<file path="config.mk">
export PLATFORM = sky130hd
export DESIGN_NAME = tf_conflict_monitor
export DESIGN_NICKNAME = d
export VERILOG_FILES = /design/src/rtl/tf_pkg.sv /design/src/rtl/tf_lamp_checker.sv /design/src/rtl/tf_conflict_monitor.sv
export SDC_FILE = /design/constraint.sdc
export NUM_CORES = 1
export LEC_CHECK = 0
export ABC_AREA = 1
export BUFFER_PORTS_ARGS = -buffer_cell sky130_fd_sc_hd__buf_2
export CAP_MARGIN = 15
export CORE_UTILIZATION = 50
export CTS_CLUSTER_SIZE = 10
export DETAILED_ROUTE_END_ITERATION = 6
export PLACE_DENSITY_LB_ADDON = 0.05
export SYNTH_ARGS = -nofsm -noshare
export SYNTH_HDL_FRONTEND = slang
export SYNTH_SLANG_ARGS = --single-unit
</file>
<file path="constraint.sdc">
create_clock -name clk -period 1.7 [get_ports clk]
set_clock_uncertainty 0.05 [all_clocks]
set_input_delay 0 -clock clk [delete_from_list [all_inputs] [get_ports clk]]
set_output_delay 0 -clock clk [all_outputs]
set_load 0.03 [all_outputs]
</file>
<file path="src/rtl/tf_pkg.sv">
// Shared lamp encodings, fault codes and lamp indices for the traffic-light
// conflict monitor.
package tf_pkg;

  localparam logic [2:0] LAMP_RED = 3'b100;
  localparam logic [2:0] LAMP_YEL = 3'b010;
  localparam logic [2:0] LAMP_GRN = 3'b001;

  typedef enum logic [2:0] {
    FC_NONE      = 3'd0,
    FC_ENC       = 3'd1,
    FC_CONFLICT  = 3'd2,
    FC_TRANS     = 3'd3,
    FC_SHORT_YEL = 3'd4,
    FC_STUCK     = 3'd5
  } fault_code_e;

  typedef enum logic [1:0] {
    L_M1 = 2'd0,
    L_MT = 2'd1,
    L_M2 = 2'd2,
    L_S  = 2'd3
  } lamp_idx_e;

  function automatic logic lamp_legal(input logic [2:0] v);
    return (v == LAMP_RED) || (v == LAMP_YEL) || (v == LAMP_GRN);
  endfunction

  // Lowest set lamp index; callers only use it when v is non-zero.
  function automatic lamp_idx_e first_lamp(input logic [3:0] v);
    lamp_idx_e idx;
    logic      found;
    idx   = L_M1;
    found = 1'b0;
    for (int unsigned i = 0; i < 4; i++) begin
      if (v[i] && !found) begin
        idx   = lamp_idx_e'(i[1:0]);
        found = 1'b1;
      end
    end
    return idx;
  endfunction

endpackage

</file>
<file path="src/rtl/tf_lamp_checker.sv">
// Per-lamp checker: previous-sample register, dwell counter, encoding,
// transition and short-yellow checks.
module tf_lamp_checker
  import tf_pkg::*;
#(
  parameter int unsigned CW      = 27,
  parameter int unsigned YEL_MIN = 2_000_000
) (
  input  logic       clk,
  input  logic       rst,
  input  logic [2:0] led,
  output logic       enc_err,
  output logic       trans_err,
  output logic       short_yel,
  output logic       active
);

  localparam logic [CW-1:0] YEL_MIN_C = CW'(YEL_MIN);

  logic [2:0]    prev;
  logic          prev_valid;
  logic [CW-1:0] dwell;
  logic          changed;
  logic          cur_ok;
  logic          prev_ok;

  assign changed = (led != prev);
  assign cur_ok  = lamp_legal(led);
  assign prev_ok = lamp_legal(prev);
  assign active  = (led == LAMP_GRN) || (led == LAMP_YEL);

  always_ff @(posedge clk or negedge rst) begin
    if (!rst) begin
      prev       <= '0;
      prev_valid <= 1'b0;
      dwell      <= '0;
    end else begin
      prev       <= led;
      prev_valid <= 1'b1;
      if (changed)
        dwell <= CW'(1);
      else if (dwell != '1)
        dwell <= dwell + CW'(1);
    end
  end

  // Leaving an illegal value is charged to the encoding check, never to the
  // transition check.
  always_comb begin
    enc_err   = !cur_ok || (prev_valid && !prev_ok);
    trans_err = 1'b0;
    short_yel = 1'b0;
    if (prev_valid && cur_ok && prev_ok && changed) begin
      trans_err = ((prev == LAMP_GRN) && (led == LAMP_RED)) ||
                  ((prev == LAMP_RED) && (led == LAMP_YEL)) ||
                  ((prev == LAMP_YEL) && (led == LAMP_GRN));
      short_yel = (prev == LAMP_YEL) && (led == LAMP_RED) && (dwell < YEL_MIN_C);
    end
  end

endmodule

</file>
<file path="src/rtl/tf_conflict_monitor.sv">
// Passive safety monitor for the T-intersection light controller; latches the
// first fault as a sticky report that doubles as the all-red request.
module tf_conflict_monitor
  import tf_pkg::*;
#(
  parameter int unsigned CW       = 27,
  parameter int unsigned YEL_MIN  = 2_000_000,
  parameter int unsigned MAX_HOLD = 10_000_000
) (
  input  logic        clk,
  input  logic        rst,
  input  logic [2:0]  led_M1,
  input  logic [2:0]  led_MT,
  input  logic [2:0]  led_M2,
  input  logic [2:0]  led_S,
  input  logic        clr,
  output logic        fault,
  output logic [2:0]  fault_code,
  output logic [1:0]  fault_lamp,
  output logic [15:0] chg_cnt
);

  localparam logic [CW-1:0] MAX_HOLD_C = CW'(MAX_HOLD);

  logic [2:0]  leds [4];
  logic [3:0]  enc_err;
  logic [3:0]  trans_err;
  logic [3:0]  short_yel;
  logic [3:0]  active;

  assign leds[0] = led_M1;
  assign leds[1] = led_MT;
  assign leds[2] = led_M2;
  assign leds[3] = led_S;

  for (genvar g = 0; g < 4; g++) begin : g_lamp
    tf_lamp_checker #(
      .CW      (CW),
      .YEL_MIN (YEL_MIN)
    ) u_chk (
      .clk       (clk),
      .rst       (rst),
      .led       (leds[g]),
      .enc_err   (enc_err[g]),
      .trans_err (trans_err[g]),
      .short_yel (short_yel[g]),
      .active    (active[g])
    );
  end

  logic [11:0]   pat;
  logic [11:0]   prev_pat;
  logic          pat_valid;
  logic [CW-1:0] gdwell;
  logic          pat_chg;
  logic          stuck;
  logic          cf_m2mt;
  logic          cf_s;

  assign pat     = {led_M1, led_MT, led_M2, led_S};
  assign pat_chg = (pat != prev_pat);
  // Dwell keeps counting past MAX_HOLD, so equality is true for one cycle only.
  assign stuck   = (gdwell == MAX_HOLD_C);
  assign cf_m2mt = active[2] && active[1];
  assign cf_s    = active[3] && (active[0] || active[1] || active[2]);

  fault_code_e viol_code;
  lamp_idx_e   viol_lamp;
  logic        viol;

  always_comb begin
    viol      = 1'b1;
    viol_code = FC_NONE;
    viol_lamp = L_M1;
    if (|enc_err) begin
      viol_code = FC_ENC;
      viol_lamp = first_lamp(enc_err);
    end else if (cf_m2mt || cf_s) begin
      viol_code = FC_CONFLICT;
      viol_lamp = cf_m2mt ? L_M2 : L_S;
    end else if (|trans_err) begin
      viol_code = FC_TRANS;
      viol_lamp = first_lamp(trans_err);
    end else if (|short_yel) begin
      viol_code = FC_SHORT_YEL;
      viol_lamp = first_lamp(short_yel);
    end else if (stuck) begin
      viol_code = FC_STUCK;
    end else begin
      viol = 1'b0;
    end
  end

  always_ff @(posedge clk or negedge rst) begin
    if (!rst) begin
      prev_pat  <= '0;
      pat_valid <= 1'b0;
      gdwell    <= '0;
      chg_cnt   <= '0;
    end else begin
      prev_pat  <= pat;
      pat_valid <= 1'b1;
      if (pat_chg)
        gdwell <= CW'(1);
      else if (gdwell != '1)
        gdwell <= gdwell + CW'(1);
      if (pat_valid && pat_chg && (chg_cnt != '1))
        chg_cnt <= chg_cnt + 16'd1;
    end
  end

  always_ff @(posedge clk or negedge rst) begin
    if (!rst) begin
      fault      <= 1'b0;
      fault_code <= '0;
      fault_lamp <= '0;
    end else if (viol && (!fault || clr)) begin
      fault      <= 1'b1;
      fault_code <= viol_code;
      fault_lamp <= viol_lamp;
    end else if (clr) begin
      fault      <= 1'b0;
      fault_code <= '0;
      fault_lamp <= '0;
    end
  end

endmodule

</file>
==> impl_results.md, run 1 <==
- Status: complete, but fails checks
- Failing checks: setup timing
- H-tree depth: 4
- Hpwl dp: 21.5 mm
- Pre-Repair DR Iteration Count: 6
- Slew margin rel.: 0.649
- Final hold violations: 0
- Worst-Skew Late Latency: approximately 440 ps
- Leakage: 7.67 nW
- PD cells: between 500 and 600 mW/mm²
- Fillcell total: between 1,000 and 1,500
- DRC: 0
- Die area: 0.0212 mm²
- Gr ovfl total: 0
- Worst Hold Class: input port to async pin
- Drt wl/cell: about 16 µm
- Setup ws final: -374 ps
- Setup WS pre-CTS: -282 ps
- Multi-input logic area: 0.00689 mm²
- RSZ-0062 raised after global routing: true
- Crit start category: flip-flop
- Post-Route WL: between 30 and 40 mm
- Core ar.: around 0.020 mm²
- Die extent in y: between 100 and 150 µm
- Final net count: 1,892
- Final setup viols: between 100 and 150
- Root buffer cell: clkbuf_16
- YS warnings: 0
- Core Rows: 52
- Unique cell type count in the Yosys netlist: 40
- Share of cells above drive strength 1: 0.470
- Post-synthesis mux area share: 0
- Critical Path, Cell by Cell: ha_4 > nand3_4 > nor2_4 > nand2_4 > nor2_4 > nand3_4 > buf_6 > nor3_4 > buf_6 > nand2_4 > o21ai_2 > inv_1
- Main combinational cell family by area after synthesis: simple AND/OR/NAND/NOR gates
- Crit path time final: 2070 ps
- Post-synthesis compound-gate area fraction: 0.0978
- Data arrival, critical path: ~2400 ps
- Vias per cell: between 5 and 6
- Port buffer count: 36
- Combinational power share: 0.137
- Synthesis-stage register bit count: 170
- Critical-path top delay cell: dfrtp_1
- Final design utilization: 0.812
- Vias: 11,596
- Global-route wire length before repair: approximately 52 mm
- Tcrit/Tclk final: 1.22
- Slew Viols, Final: 0
- Cts bufs inserted: 17
- Kind of critical path: flip-flop to flip-flop
- Internal power: 6.89 mW
- Critical Path RT: about 2000 ps
- Max Clk Rate: ~0.48 GHz
- Final estimated routing congestion in global placement: ~0.98
- Crit path buffers/inverters: 3
- Switching share of total power: 0.284
- Sequential share of the synthesized area: 0.413
- Die Span X: approximately 150 µm
- CP Max Fanout: 3
- Max VDD drop: 0.834 mV
- PnR Total Power: 9.62 mW
- CP endpoint kind: flip-flop
- Sw Pwr: about 2.7 mW
- Initial drt markers: ~790
- Syn avg cell area: 7.22 µm²
- Ports: 37
- Post-synthesis adder-cell area fraction: 0.00851
- Area occupied by registers: 0.00427 mm²
- Clock tree buffer depth: 2
- Post-route ant nets: 0
- Largest net degree at the start of global routing: 45
- Syn Nets: between 1,000 and 1,500
- Starting Density: 0.509
- CTS tree: built
- Seq pwr share: 0.443
- CTS sink count: 170
- Cells after Synth: 1,425
- CP delay by family, top: simple AND/OR/NAND/NOR gates
- CTS clk-pin slew, worst paths: 70 ps
- Initial antenna violation count: 2
- Clock Power Share: 0.420
- GR Util All Layers: 0.302
- Layout Area Growth over Synthesis: 59.5%
- Synth Cell Area: around 0.01 mm²
- Max-cap violation count: 0
- Critical path's largest stage delay: ~400 ps
- Vias in the first global route: around 11,000
- Synth Area in Simple Gates: 0.361
- Synth Area in XOR/XNOR: 0.0323
- Tightest Pin Transition: ~520 ps
==> worst paths after layout <==
path                                                 from                        end  slack, ps  depth (start not counted)
worst max-delay path                            gdwell[0]                  gdwell[0]       -370                         12
worst min-delay path                                  rst  g_lamp[0].u_chk.dwell[14]          2                          2
worst max register to register                  gdwell[0]                  gdwell[0]       -370                         12
worst min register to register  g_lamp[3].u_chk.dwell[12]  g_lamp[3].u_chk.dwell[12]        440                          1
max in group asynchronous                             rst   g_lamp[1].u_chk.dwell[8]        980                          3
min in group clk                                 led_S[1]  g_lamp[3].u_chk.dwell[26]        170                          5
==> registers in the layout, indices dropped and copies added (netlist names) <==
register,cells
chg_cnt,16
fault,1
fault_code,3
fault_lamp,2
g_lamp.u_chk.dwell,108
g_lamp.u_chk.prev,8
g_lamp.u_chk.prev_valid,1
gdwell,27
prev_pat,4
==> synth_stat cells <==
| cell type | instances | area [µm²] |
|---|---|---|
| nand4_1 | 42 | 263 |
| ha_1 | 7 | 87.6 |
| nand2_4 | 1 | 11.3 |
| buf_1 | 2 | 7.51 |
| a21boi_1 | 1 | 7.51 |
| a31oi_1 | 19 | 119 |
| and3_1 | 4 | 25.0 |
| nor2_8 | 1 | 20.0 |
| o21ai_0 | 79 | 395 |
| nand3_1 | 122 | 611 |
| nand3_2 | 8 | 80.1 |
| nor2_1 | 156 | 586 |
| nand3b_1 | 3 | 22.5 |
| nor3_2 | 6 | 60.1 |
| buf_2 | 5 | 25.0 |
| a32oi_1 | 1 | 8.76 |
| inv_2 | 19 | 71.3 |
| inv_1 | 198 | 743 |
| o21ai_1 | 10 | 50.1 |
| nor3b_1 | 2 | 15.0 |
| nor3_1 | 73 | 365 |
| clkbuf_1 | 8 | 30.0 |
| o211a_1 | 4 | 40.0 |
| conb_1 | 1 | 3.75 |
| o31ai_1 | 17 | 128 |
| nor3_4 | 1 | 16.3 |
| nor4_1 | 24 | 150 |
| a211oi_1 | 6 | 45.0 |
| dfrtp_1 | 170 | 4250 |
| nand2_1 | 317 | 1190 |
| nand4_4 | 2 | 42.5 |
| nor2_4 | 9 | 101 |
| a21oi_2 | 1 | 8.76 |
| a21oi_1 | 41 | 205 |
| nand2_2 | 3 | 18.8 |
| xnor2_1 | 12 | 105 |
| xor2_1 | 26 | 228 |
| nor2_2 | 4 | 25.0 |
| or2_2 | 19 | 119 |
| buf_6 | 1 | 11.3 |
==> worst reg2reg max path, delay by kind of cell (launching register included) <==
| family | cells | cell delay, ps |
|---|---|---|
| buffers and inverters | 3 | 360 |
| flip-flops | 1 | 400 |
| adder cells (fa/ha/maj) | 1 | 170 |
| AND/OR/NAND/NOR | 7 | 880 |
| AO/OA/AOI/OAI | 1 | 120 |
==> cell families after synthesis <==
| kind of cell | after synthesis |
|---|---|
| and+or+nand+nor | 797 |
| DFF | 170 |
| buffers and inverters | 233 |
| xor gates and xnor gates | 38 |
| adders and majority gates | 7 |
| other | 1 |
| AOI/OAI and AO/OA | 179 |
==> per-stage QoR <==
step	cells	hold slack (ps)	TNS, ps	area, µm²
3_3_place_gp	2039	-97.9	-11280	13300
5_1_grt	2153	23.7	-31250	16400
6_report	2155	2.23	-18390	16400
3_5_place_dp	2039	-101	-16740	13300
2_1_floorplan	1425	-346	-3200	10400
4_1_cts	2132	7.31	-9020	15200
==> cells in the final DEF (no fill, tap or decap), types with 20 or more instances in the layout <==
cell type and instances:
nand3_2 38, xor2_1 24, nor2_1 107, buf_6 37, nand2_1 246, nor3_1 33, nand2_2 61, o21ai_2 32
o21ai_1 29, buf_4 347, nand4_1 42, a21oi_1 27, nor3_2 27, nor2_2 30, nor3_4 20, inv_1 156
o21ai_0 27, buf_2 35, nor2_4 32, dfrtp_1 161, nand3_1 79, inv_2 50
==> cell type report <==
type | count | area share
multi-input cells | 1023 | 0.419
flip-flops and latches | 170 | 0.260
repair buffers | 441 | 0.212
inverters | 217 | 0.0514
clock buffers | 18 | 0.0267
well taps | 270 | 0.0206
clock inverters | 14 | 0.00983
diodes | 2 | 0.000305
==> timing repair <==
item,in CTS,in global routing
buffers inserted,48,28
hold endpoints to repair,187,0
gates resized for setup,234,286
endpoints found under the setup margin,132,154
hold buffers,14,0
pin swaps,70,102
gates cloned,1,0
==> power groups by stage <==
stage	Sequential (mW)	Combinational (mW)	Clock (mW)
global placement	4.32	1.06	0
floorplan	4.52	0.387	0
finish	4.26	1.32	4.04
global route	4.28	1.44	4.24
detailed placement	4.33	1.07	0
CTS	4.25	1.18	4.08
==> routing by layer <==
layer  share of wire  vias up  GRT usage
li1                -     5608          -
met5         0.00039        -          0
met2            0.51      344      0.533
met1            0.42     5566      0.379
met3           0.048       76     0.0451
met4           0.022        2      0.101
No activity file was read; power rests on OpenSTA's default activity.
==> run 2, diff against run 1 <==
Clock period 1.7 ns to 2.2 ns, I/O delays scaled along.
==> run 2 against run 1 <==
The flow now finishes without violations. Sequential cell count unchanged. Worst hold slack gained 48 ps. Combinational power is 47% lower. Critical path depth up 1. Largest cell class unchanged. Largest power group unchanged.
==> impl_results.md, run 2 (synthesis gave the netlist of run 1 again) <==
- Critical-path top delay cell: dfrtp_1
- Crit path buffers/inverters: 0
- CTS tree: built
- Top reg by flops: g_lamp.u_chk.dwell
- Largest net degree at the start of global routing: 59
- Tightest Pin Transition: roughly 600 ps
- Layout Area Growth over Synthesis: 16.8%
- Global-route wire length before repair: ~43 mm
- GR Util All Layers: 0.251
- Vias in the first global route: 8,926
- CP endpoint kind: flip-flop
- Clock tree buffer depth: 2
- Final net count: about 1,500
- CTS clk-pin slew, worst paths: 70 ps
- RSZ-0062 raised after global routing: true
- Most common cell after layout, fill and taps aside: nand2_1
- Initial drt markers: 640
- Drt wl/cell: approximately 14 µm
- Fillcell total: roughly 1,800
- Gr ovfl total: 0
- Max Clk Rate: 0.459 GHz
- Root buffer cell: clkbuf_16
- Worst-Skew Late Latency: between 400 and 500 ps
- Worst Hold Class: input port to async pin
- Kind of critical path: flip-flop to flip-flop
- Commonest cells after routing, fill and taps aside: nand2_1, inv_1, dfrtp_1
- Slew Viols, Final: 0
- Pre-Repair DR Iteration Count: 5
- CP delay by family, top: simple AND/OR/NAND/NOR gates
- Max VDD drop: approximately 0.46 mV
- Core Rows: 52
- Worst reg2reg path endpoint: g_lamp[3].u_chk.dwell[13]
- Final estimated routing congestion in global placement: between 0.9 and 1
- Port buffer count: 36
- Worst reg-to-reg path cell count: 13
- Critical Path RT: approximately 2500 ps
- Hpwl dp: approximately 19 mm
- Ports: 37
- TNS Setup: 0 ps
- Final hold violations: 0
- Reg2reg start: g_lamp[3].u_chk.dwell[1]
- Die extent in y: approximately 150 µm
- Starting Density: 0.509
- CTS sink count: 170
- PD cells: between 500 and 600 mW/mm²
- Reg2reg setup slack: ~23 ps
- Post-route ant nets: 0
- Post-Route WL: approximately 26 mm
- Top Registers: g_lamp.u_chk.dwell x108, gdwell x27, chg_cnt x16
- Initial antenna violation count: 0
- Core ar.: roughly 0.020 mm²
- Crit path time final: 2180 ps
- Crit start category: flip-flop
- Critical path's largest stage delay: 380 ps
- Die Span X: 145 µm
- # diodes: 0
- DRC: 0
- CP Max Fanout: 5
- Vias per cell: around 5.3
- Vias: around 9,700
- Max-cap violation count: 0
- Leakage: about 5.5 nW
- Status: completed
- Share of cells above drive strength 1: 0.138
- Die area: between 0.02 and 0.025 mm²
- Final setup viols: 0
- Tcrit/Tclk final: 0.990
- Finished Layout Cells: 1,809
- Data arrival, critical path: between 2000 and 2500 ps
- Cts bufs inserted: 17
- Max reg flops: 108
- H-tree depth: 4
- Slew margin rel.: 0.600
- Cells after DPL: 1,751
- Critical Path, Cell by Cell: ha_2 > nand2_2 > nor2_4 > nand2_2 > nor2_2 > nand3_2 > nor2_4 > nand2_2 > nor2_4 > nor2_2 > nand2_1 > o21ai_0 > and3_1
run 2: changes by cell type in the layout (fill, tap and decap cells not counted), sizes merged:
cell	previous run	this run
clkinv	4	6
clkbuf	18	19
nand3	131	130
inv	222	219
diode	2	0
buf	427	84
run 2: layout make-up:
cell class / instances / area (µm²) / share of cell area
clock inverters: 13 / 141 / 0.0118
clock buffers: 19 / 453 / 0.0377
well taps: 270 / 338 / 0.0281
multi-input cells: 1022 / 5280 / 0.439
repair buffers: 98 / 741 / 0.0616
flip-flops and latches: 170 / 4250 / 0.354
inverters: 217 / 815 / 0.0678
run 2: how the worst max path moves through the flow:
stage	startpoint	to	slack, ps	cells after the start
2_1_floorplan	gdwell[0]	gdwell[20]	320	13
3_3_place_gp	g_lamp[3].u_chk.dwell[0]	g_lamp[3].u_chk.dwell[17]	100	13
3_5_place_dp	g_lamp[3].u_chk.dwell[0]	g_lamp[3].u_chk.dwell[13]	40	13
4_1_cts	g_lamp[3].u_chk.dwell[0]	g_lamp[3].u_chk.dwell[13]	7	13
5_1_grt	g_lamp[3].u_chk.dwell[0]	g_lamp[3].u_chk.dwell[13]	-100	13
6_report	g_lamp[3].u_chk.dwell[1]	g_lamp[3].u_chk.dwell[13]	20	13
run 2: through the flow:
step	hold WS [ps]	power, mW	instance area (µm²)	utilization	setup slack (ps)
2_1_floorplan	-346	3.78	10300	-	323
3_3_place_gp	-31.0	4.04	11100	0.547	97.8
3_5_place_dp	-33.2	4.05	11100	0.547	40.8
4_1_cts	75.8	7.13	11800	0.583	6.59
5_1_grt	106	7.34	12000	0.594	-101
6_report	50.6	7.06	12000	0.594	22.5
run 2: repair_timing:
| action | 4_1_cts | 5_1_grt |
|---|---|---|
| hold buffers | 14 | 0 |
| endpoints found under the setup margin | 0 | 35 |
| gates resized for setup | 0 | 32 |
| setup buffers | 0 | 12 |
| endpoints found under the hold margin | 187 | 0 |
run 2: per-layer routing:
metal	GRT usage	part of all wire	vias up
met5	0	0	-
met4	0.0816	0.020	0
met3	0.0414	0.039	40
met2	0.401	0.46	212
met1	0.350	0.48	4517
li1	-	-	4903
run 2: power breakdown:
group	switching, mW	total, mW	internal, mW
sequential	0.102	3.31	3.21
combinational	0.479	0.695	0.217
clock	1.31	3.05	1.74
